[src/rtl/culsans_exit_pkg.sv]
// Shared types for the Culsans end-of-test monitor: FSM state encoding,
// tohost-format exit word and the code-extraction helper.
package culsans_exit_pkg;

  typedef enum logic [1:0] {
    IDLE,
    RUN,
    DONE
  } exit_state_e;

  localparam int unsigned DefaultExitWidth = 32;

  typedef logic [DefaultExitWidth-1:0] exit_word_t;

  // tohost format: bit 0 is the valid flag, the rest is the return code.
  function automatic exit_word_t exit_code(input exit_word_t word);
    return word >> 1;
  endfunction

endpackage

[src/rtl/culsans_exit_latch.sv]
// One exit channel: captures the first valid tohost report while enabled and
// holds it. The *_nxt outputs show post-edge state so the top can finish on the capturing edge.
module culsans_exit_latch #(
  parameter int unsigned ExitWidth = 32
) (
  input  logic                 clk,
  input  logic                 rst,
  input  logic                 capture_i,
  input  logic [ExitWidth-1:0] exit_i,
  output logic                 exited_o,
  output logic                 fail_o,
  output logic                 exited_nxt_o,
  output logic                 fail_nxt_o,
  output logic [ExitWidth-2:0] code_nxt_o
);

  logic                 exited_q, exited_d;
  logic [ExitWidth-2:0] code_q, code_d;

  always_comb begin
    // NOTE: every output of this block gets a default first, so no path can infer a latch.
    exited_d = exited_q;
    code_d   = code_q;
    if (capture_i && !exited_q && exit_i[0]) begin
      exited_d = 1'b1;
      code_d   = exit_i[ExitWidth-1:1];
    end
  end

  always_ff @(posedge clk or negedge rst) begin
    if (!rst) begin
      exited_q <= 1'b0;
      code_q   <= '0;
    end else begin
      // NOTE: non-blocking here so every register samples pre-edge values.
      exited_q <= exited_d;
      code_q   <= code_d;
    end
  end

  assign exited_o     = exited_q;
  assign fail_o       = |code_q;
  assign exited_nxt_o = exited_d;
  assign fail_nxt_o   = |code_d;
  assign code_nxt_o   = code_d;

endmodule

[src/rtl/culsans_exit_monitor.sv]
// Multi-channel end-of-test monitor: IDLE -> RUN -> DONE, aggregating per-core
// exit reports into one done/pass verdict with a run-time watchdog.
module culsans_exit_monitor
  import culsans_exit_pkg::*;
#(
  parameter int unsigned NumChannels   = 2,
  parameter int unsigned ExitWidth     = 32,
  parameter int unsigned CntWidth      = 32,
  parameter int unsigned TimeoutCycles = 1_000_000,
  parameter bit          WaitAll       = 1'b1,
  parameter bit          FailFast      = 1'b1,
  localparam int unsigned IdxWidth     = (NumChannels > 1) ? $clog2(NumChannels) : 1
) (
  input  logic                                  clk,
  input  logic                                  rst,
  input  logic                                  start_i,
  input  logic [NumChannels-1:0][ExitWidth-1:0] exit_i,
  output logic [NumChannels-1:0]                exited_o,
  output logic                                  done_o,
  output logic                                  pass_o,
  output logic                                  timeout_o,
  output logic [ExitWidth-2:0]                  code_o,
  output logic [IdxWidth-1:0]                   code_idx_o,
  output logic [CntWidth-1:0]                   cycles_o
);

  localparam logic [CntWidth-1:0] TimeoutLast =
    CntWidth'((TimeoutCycles == 0) ? 0 : TimeoutCycles - 1);

  exit_state_e          state_q, state_d;
  logic [CntWidth-1:0]  cnt_q, cnt_d;
  logic                 timeout_q, timeout_d;
  logic                 code_set_q, code_set_d;
  logic [ExitWidth-2:0] code_q, code_d;
  logic [IdxWidth-1:0]  idx_q, idx_d;

  logic                                  run_active;
  logic [NumChannels-1:0]                exited_q, fail_q, exited_nxt, fail_nxt;
  logic [NumChannels-1:0][ExitWidth-2:0] code_nxt;

  assign run_active = (state_q == RUN);

  for (genvar c = 0; c < NumChannels; c++) begin : g_ch
    culsans_exit_latch #(
      .ExitWidth(ExitWidth)
    ) u_latch (
      .clk          (clk),
      .rst          (rst),
      .capture_i    (run_active),
      .exit_i       (exit_i[c]),
      .exited_o     (exited_q[c]),
      .fail_o       (fail_q[c]),
      .exited_nxt_o (exited_nxt[c]),
      .fail_nxt_o   (fail_nxt[c]),
      .code_nxt_o   (code_nxt[c])
    );
  end

  // Lowest-index failing channel wins; scanning downward lets it overwrite higher ones.
  logic [ExitWidth-2:0] sel_code;
  logic [IdxWidth-1:0]  sel_idx;

  always_comb begin
    sel_code = '0;
    sel_idx  = '0;
    for (int c = int'(NumChannels) - 1; c >= 0; c--) begin
      if (fail_nxt[c]) begin
        sel_code = code_nxt[c];
        sel_idx  = IdxWidth'(c);
      end
    end
  end

  logic complete, watchdog_hit;

  assign complete     = (WaitAll ? (&exited_nxt) : (|exited_nxt)) || (FailFast && (|fail_nxt));
  assign watchdog_hit = (TimeoutCycles != 0) && (cnt_q == TimeoutLast);

  always_comb begin
    state_d    = state_q;
    cnt_d      = cnt_q;
    timeout_d  = timeout_q;
    code_set_d = code_set_q;
    code_d     = code_q;
    idx_d      = idx_q;
    unique case (state_q)
      IDLE: begin
        if (start_i) state_d = RUN;
      end
      RUN: begin
        cnt_d = (&cnt_q) ? cnt_q : cnt_q + 1'b1;
        if (!code_set_q && (|fail_nxt)) begin
          code_set_d = 1'b1;
          code_d     = sel_code;
          idx_d      = sel_idx;
        end
        // Completion takes priority over a coincident watchdog expiry.
        if (complete) begin
          state_d = DONE;
        end else if (watchdog_hit) begin
          state_d   = DONE;
          timeout_d = 1'b1;
        end
      end
      DONE: ;
      default: state_d = IDLE;
    endcase
  end

  always_ff @(posedge clk or negedge rst) begin
    if (!rst) begin
      state_q    <= IDLE;
      cnt_q      <= '0;
      timeout_q  <= 1'b0;
      code_set_q <= 1'b0;
      code_q     <= '0;
      idx_q      <= '0;
    end else begin
      state_q    <= state_d;
      cnt_q      <= cnt_d;
      timeout_q  <= timeout_d;
      code_set_q <= code_set_d;
      code_q     <= code_d;
      idx_q      <= idx_d;
    end
  end

  assign exited_o   = exited_q;
  assign done_o     = (state_q == DONE);
  assign pass_o     = done_o && !timeout_q && !(|fail_q);
  assign timeout_o  = timeout_q;
  assign code_o     = code_q;
  assign code_idx_o = idx_q;
  assign cycles_o   = cnt_q;

endmodule

[config.mk]
export PLATFORM = sky130hd
export DESIGN_NAME = culsans_exit_monitor
export DESIGN_NICKNAME = d
export VERILOG_FILES = /design/src/rtl/culsans_exit_pkg.sv /design/src/rtl/culsans_exit_latch.sv /design/src/rtl/culsans_exit_monitor.sv
export SDC_FILE = /design/constraint.sdc
export NUM_CORES = 1
export LEC_CHECK = 0
export BUFFER_PORTS_ARGS = -buffer_cell sky130_fd_sc_hd__buf_2
export CORE_MARGIN = 5
export CORE_UTILIZATION = 56
export CTS_BUF_LIST = sky130_fd_sc_hd__clkbuf_2 sky130_fd_sc_hd__clkbuf_4 sky130_fd_sc_hd__clkbuf_8
export DETAILED_ROUTE_END_ITERATION = 16
export HOLD_SLACK_MARGIN = 0.06
export MAX_ROUTING_LAYER = met4
export PLACE_DENSITY = 0.91
export SYNTH_ARGS = -nofsm -noshare
export SYNTH_HDL_FRONTEND = slang
export SYNTH_SLANG_ARGS = --single-unit
[constraint.sdc]
create_clock -name clk -period 2.87 [get_ports clk]
set_input_delay 0.4305 -clock clk [delete_from_list [all_inputs] [get_ports clk]]
set_output_delay 0.4305 -clock clk [all_outputs]
set_load 0.05 [all_outputs]
# --- Word level (Yosys, flattened, before mapping) ---
# Cells that the tools add are included.
op_classes:
  mux: 12
  n_reduce_logical: 24
  n_addsub: 1
  bitwise_logic: 3
  n_eq_ne: 5
op_table:
  columns: ["cell", "count"]
  rows:
  - ["31-bit two-way mux", 4]
  - ["62-bit OR reduction", 2]
  - ["31-bit OR reduction", 2]
  - ["32-bit by 1-bit adder with 32-bit output (second input constant)", 1]
  - ["32-bit by 20-bit == test with 1-bit output (second input constant)", 1]
  - ["32-bit AND reduction", 1]
  - ["1-bit logical AND", 7]
  - ["2-bit two-way mux", 3]
  - ["2-bit case mux with 3 select lines", 1]
  - ["2-bit AND reduction", 3]
  - ["3-bit AND reduction", 2]
  - ["1-bit logical NOT", 5]
  - ["1-bit two-way mux", 4]
  - ["3-bit != test (second input constant)", 1]
  - ["1-bit NOT", 3]
  - ["2-bit by 1-bit == test with 1-bit output (second input constant)", 1]
  - ["2-bit == test (second input constant)", 1]
  - ["2-bit logical NOT", 1]
  - ["2-bit != test (second input constant)", 1]
  - ["1-bit logical OR", 1]
word_totals:
  out_inout_bits: 69
  input_bits: 67
  register_bits: 132
  elab_cells: 55

# --- Logic depth before layout (Yosys ltp) ---
logic_depth:
  ltp_word: 8
  ltp_mapped: 8
  mapped_depth_nobuf: 6

# --- Hierarchy ---
# A second synthesis with hierarchy kept.
hier_totals:
  hier_cells: 497
  area_unflattened_um2: 5939.4
modules_own_cells:
  columns: ["module", "seq_area_each_um2", "area_each_um2", "instances", "cells_per_inst"]
  rows:
  - ["culsans_exit_monitor", 1701.6, 3231.8, 1, 307]
  - ["culsans_exit_latch", 800.8, 1353.8, 2, 95]

# --- Least setup slack after synthesis ---
# OpenSTA, ideal clock, no wires.
synth_timing:
  kind: "reg2out"
  start: "reg state_q[0]"
  end: "out pass_o"
  path_buffers: 0
  stages_incl_launch_ff: 3
  setup_slack_ns: -0.354
  t_arrival_ns: 2.793
  path_cell_list: "dfrtp_1 -> nor2b_1 -> nor4bb_1"
synth_via:
  elab_chain_len: 3
synth_rtl:
  columns: ["element", "line", "source"]
  rows:
  - ["start: declaration", "culsans_exit_monitor.sv:30", "exit_state_e state_q, state_d;"]
  - ["start signal: assignment", "culsans_exit_monitor.sv:119", "state_q <= state_d;"]
  - ["2-bit == test", "culsans_exit_monitor.sv:129", "assign done_o = (state_q == DONE);"]
  - ["named net done_o", "culsans_exit_monitor.sv:19", "output logic done_o,"]
  - ["1-bit logical AND (2 in a row)", "culsans_exit_monitor.sv:130", "assign pass_o = done_o && !timeout_q && !(|fail_q);"]
  - ["end: declaration", "culsans_exit_monitor.sv:20", "output logic pass_o,"]
# The timed path passes the listed nets, and every way through them passes these cells.

# --- Worst setup path after layout ---
layout_timing:
  start: "reg g_ch[1].u_latch.code_q[17]"
  end: "out pass_o"
layout_via:
  elab_chain_len: 3
layout_rtl:
  columns: ["element", "line", "source"]
  rows:
  - ["start: declaration", "culsans_exit_latch.sv:18", "logic [ExitWidth-2:0] code_q, code_d;"]
  - ["start signal: assignment", "culsans_exit_latch.sv:37", "code_q <= code_d;"]
  - ["62-bit OR reduction", "culsans_exit_monitor.sv:130", null]
  - ["1-bit logical NOT", "culsans_exit_monitor.sv:130", null]
  - ["1-bit logical AND", "culsans_exit_monitor.sv:130", null]
# No other way between the ends.

==> out/metrics.cfg <==
[drt]
wl_per_cell_um = 19.57
wl_mm = 15.27
post-route-drc-count = 0
postRouteAntennaNets = 0
drt_iter0_drc = 342
vias_per_cell = 5.971
via_count = 4657
first_pass_iters = 5

[die]
die-area_mm2 = 0.01253
initial_core_util = 0.5688
core_mm2 = 0.01023
ioPinCount = 136
die_y_um = 111.9
rows = 37
dieWidth_um = 111.9

[critical_path]
worst-setup-path-type = flip-flop to output port
cpMaxStageDelayCell = dfrtp_1
r2r_slack_ns = 0.45
crit_path_end_kind = output port
r2r_cells = 6
r2r-start = state_q[0]
start_kind = flip-flop
critical-path-max-stage-delay_ns = 0.39
r2r-end = code_o[30]
cp_cell_sequence = nor4_1, nand4_1, nor2_4, nand2_1, nor4bb_4, buf_4
crit_fanout = 3
arrival_ns = 2.31
required_ns = 2.44

[synth]
syn_area_mm2 = 0.005819
synthFlopType = dfrtp_1
ys_warn_count = 0
synth_top_cell_by_area = dfrtp_1
avgSynthCellArea_um2 = 11.92
synth-seq-cells = 132
yosysUniqueCellTypes = 39
synthDominantCellAreaShare = 0.5676
synth_nets = 556
synth_cells = 488
yosysMostFrequentCell = dfrtp_1
ys_seq_area_frac = 0.5676
post_synth_most_frequent_cells = dfrtp_1 (132), mux2_1 (59), nor2_1 (45)
synth-edff-count = 0
synth.area.top_cells = dfrtp_1 (57%), mux2_1 (11%), a2bb2oi_1 (4.7%), nor4_1 (3.2%), xnor2_1 (3.0%)
synth_async_sr_flop_share = 1.000

[clocking]
cts_setup_buffers = 0
path_clk_slew_ns = 0.08
cts_made_buffers = 17
cts.sinks = 132
ctsHoldBuffers = 0
clock_insertion_delay_worst_skew_ns = 0.43
cts_root_buffer = clkbuf_8
clock_path_buffers = 2
htreeDepth = 4
cts_tree = built

[sta]
fmax_ghz = 0.3652
hold_viol = 0
fin_ws_ns = 0.1317
setup_viol = 0
fin_crit_ns = 2.738
rsz0062_at_grt = false
skew_ns = 0.01822
slew_viol_final = 0
finalCritPeriodShare = 0.9541
relSlewSlack = 0.5318
tightest_slew_ns = 0.7023
setup_tns_ns = 0

[placed_design]
port_buffers = 135
hpwl_mm = 11.19
routabilityCongestion = 0.9233
dp_slack_ns = 0.4742
dp.cells = 748

[global_routing]
grt_pass1_wl_mm = 24.44
track_usage = 0.2518
grt_overflow_total = 0
grt_max_degree = 133
antenna_found_initial = 0
grt_pass1_vias = 4840

[pwr]
peakVddDrop_mv = 0.4734
leakage_nw = 3.938
power_density_mw_per_mm2 = 497.9

[finish]
antennaDiodeCount = 0
final_cells = 780
area_delta_synth_final_pct = 22.23
nets = 699
finish.utilization = 0.6952
drive_gt1_frac = 0.3106

[run_status]
status = finished clean

[flow_run]
max_cap_viol_count = 0

[hold_path]
worst_hold_path_type = input pin to async pin

==> critical path: cells and delay by family, from the launching register on <==
kind / cells / cell delay [ns]
buf+inv: 1 / 0.25
flops: 1 / 0.39
simple gates: 5 / 1.23
==> layout by cell type (no fill, tap or decap), types with 4 or more instances in the layout <==
master / n
nand3_1: 13
nor2_1: 43
nor3_1: 9
and2_1: 5
clkinv_4: 4
a2bb2oi_1: 31
nand2_1: 17
dfrtp_1: 132
a21o_1: 4
mux2_1: 59
mux2_2: 4
nand2b_1: 5
xor2_1: 10
clkbuf_8: 18
xnor2_1: 20
buf_2: 133
nor4_1: 28
and3_1: 5
buf_4: 11
nand4_1: 12
a21oi_1: 5
o21ai_1: 31
and4_1: 5
==> per-stage QoR <==
step	total power [W]	instance area [µm²]	hold slack, ns
after floorplan	0.001901	5826	0.1349
after CTS	0.003558	7077	0.1321
after global placement	0.001999	6670	0.4725
after global routing	0.003657	7113	0.1608
after detailed placement	0.002002	6670	0.5063
final	0.003542	7113	0.08936
==> flip-flops by register name (all words and copies together) (netlist names) <==
register,cells
code_o,31
g_ch.u_latch.code_q,62
code_idx_o,1
code_set_q,1
state_q,2
g_ch.u_latch.exited_o,2
cycles_o,32
timeout_o,1
==> power by group <==
part           switching [W]  internal [W]  total (W)
clock network       0.000761      0.000816    0.00158
logic              0.0000678     0.0000392   0.000107
registers                  0       0.00186    0.00186
==> layout make-up <==
class / instances / area (µm²)
Timing Repair Buffer: 145 / 768.2
Multi-Input combinational cell: 335 / 2467
Clock inverter: 13 / 148.9
Clock buffer: 19 / 255.2
Fill cell: 732 / 3118
Sequential cell: 132 / 3303
Tap cell: 136 / 170.2
==> cell families after synthesis <==
group / count (synthesis) / synth area share
and+or+nand+nor: 163 / 0.1546
DFF: 132 / 0.5676
adders and majority gates: 1 / 0.002150
buffers and inverters: 21 / 0.01634
muxes: 63 / 0.1219
AOI/OAI and AO/OA: 78 / 0.09224
xor gates and xnor gates: 30 / 0.04515
==> metal layers <==
layer,vias up,track usage,share of wire
li1,2089,-,-
met1,2303,0.3176,0.42
met2,221,0.4025,0.48
met3,44,0.06630,0.080
met4,0,0.07692,0.022
met5,-,-,0
==> how the worst max path moves through the flow <==
stage / startpoint / endpoint / slack (ns) / cells past startpoint
after global placement: g_ch[0].u_latch.code_q[22] / pass_o / 0.48 / 6
after CTS: g_ch[1].u_latch.code_q[18] / pass_o / 0.03 / 6
after detailed placement: g_ch[0].u_latch.code_q[22] / pass_o / 0.47 / 6
after floorplan: state_q[0] / pass_o / 0.14 / 2
final: g_ch[1].u_latch.code_q[17] / pass_o / 0.13 / 6
after global routing: g_ch[1].u_latch.code_q[14] / pass_o / 0.03 / 6
==> timing repair <==
action,4_1_cts,5_1_grt
cloned,0,0
setup endpoints to repair,1,1
pin swaps,0,1
resized for setup,1,7
Note: power is estimated with default switching activity, not from simulation.
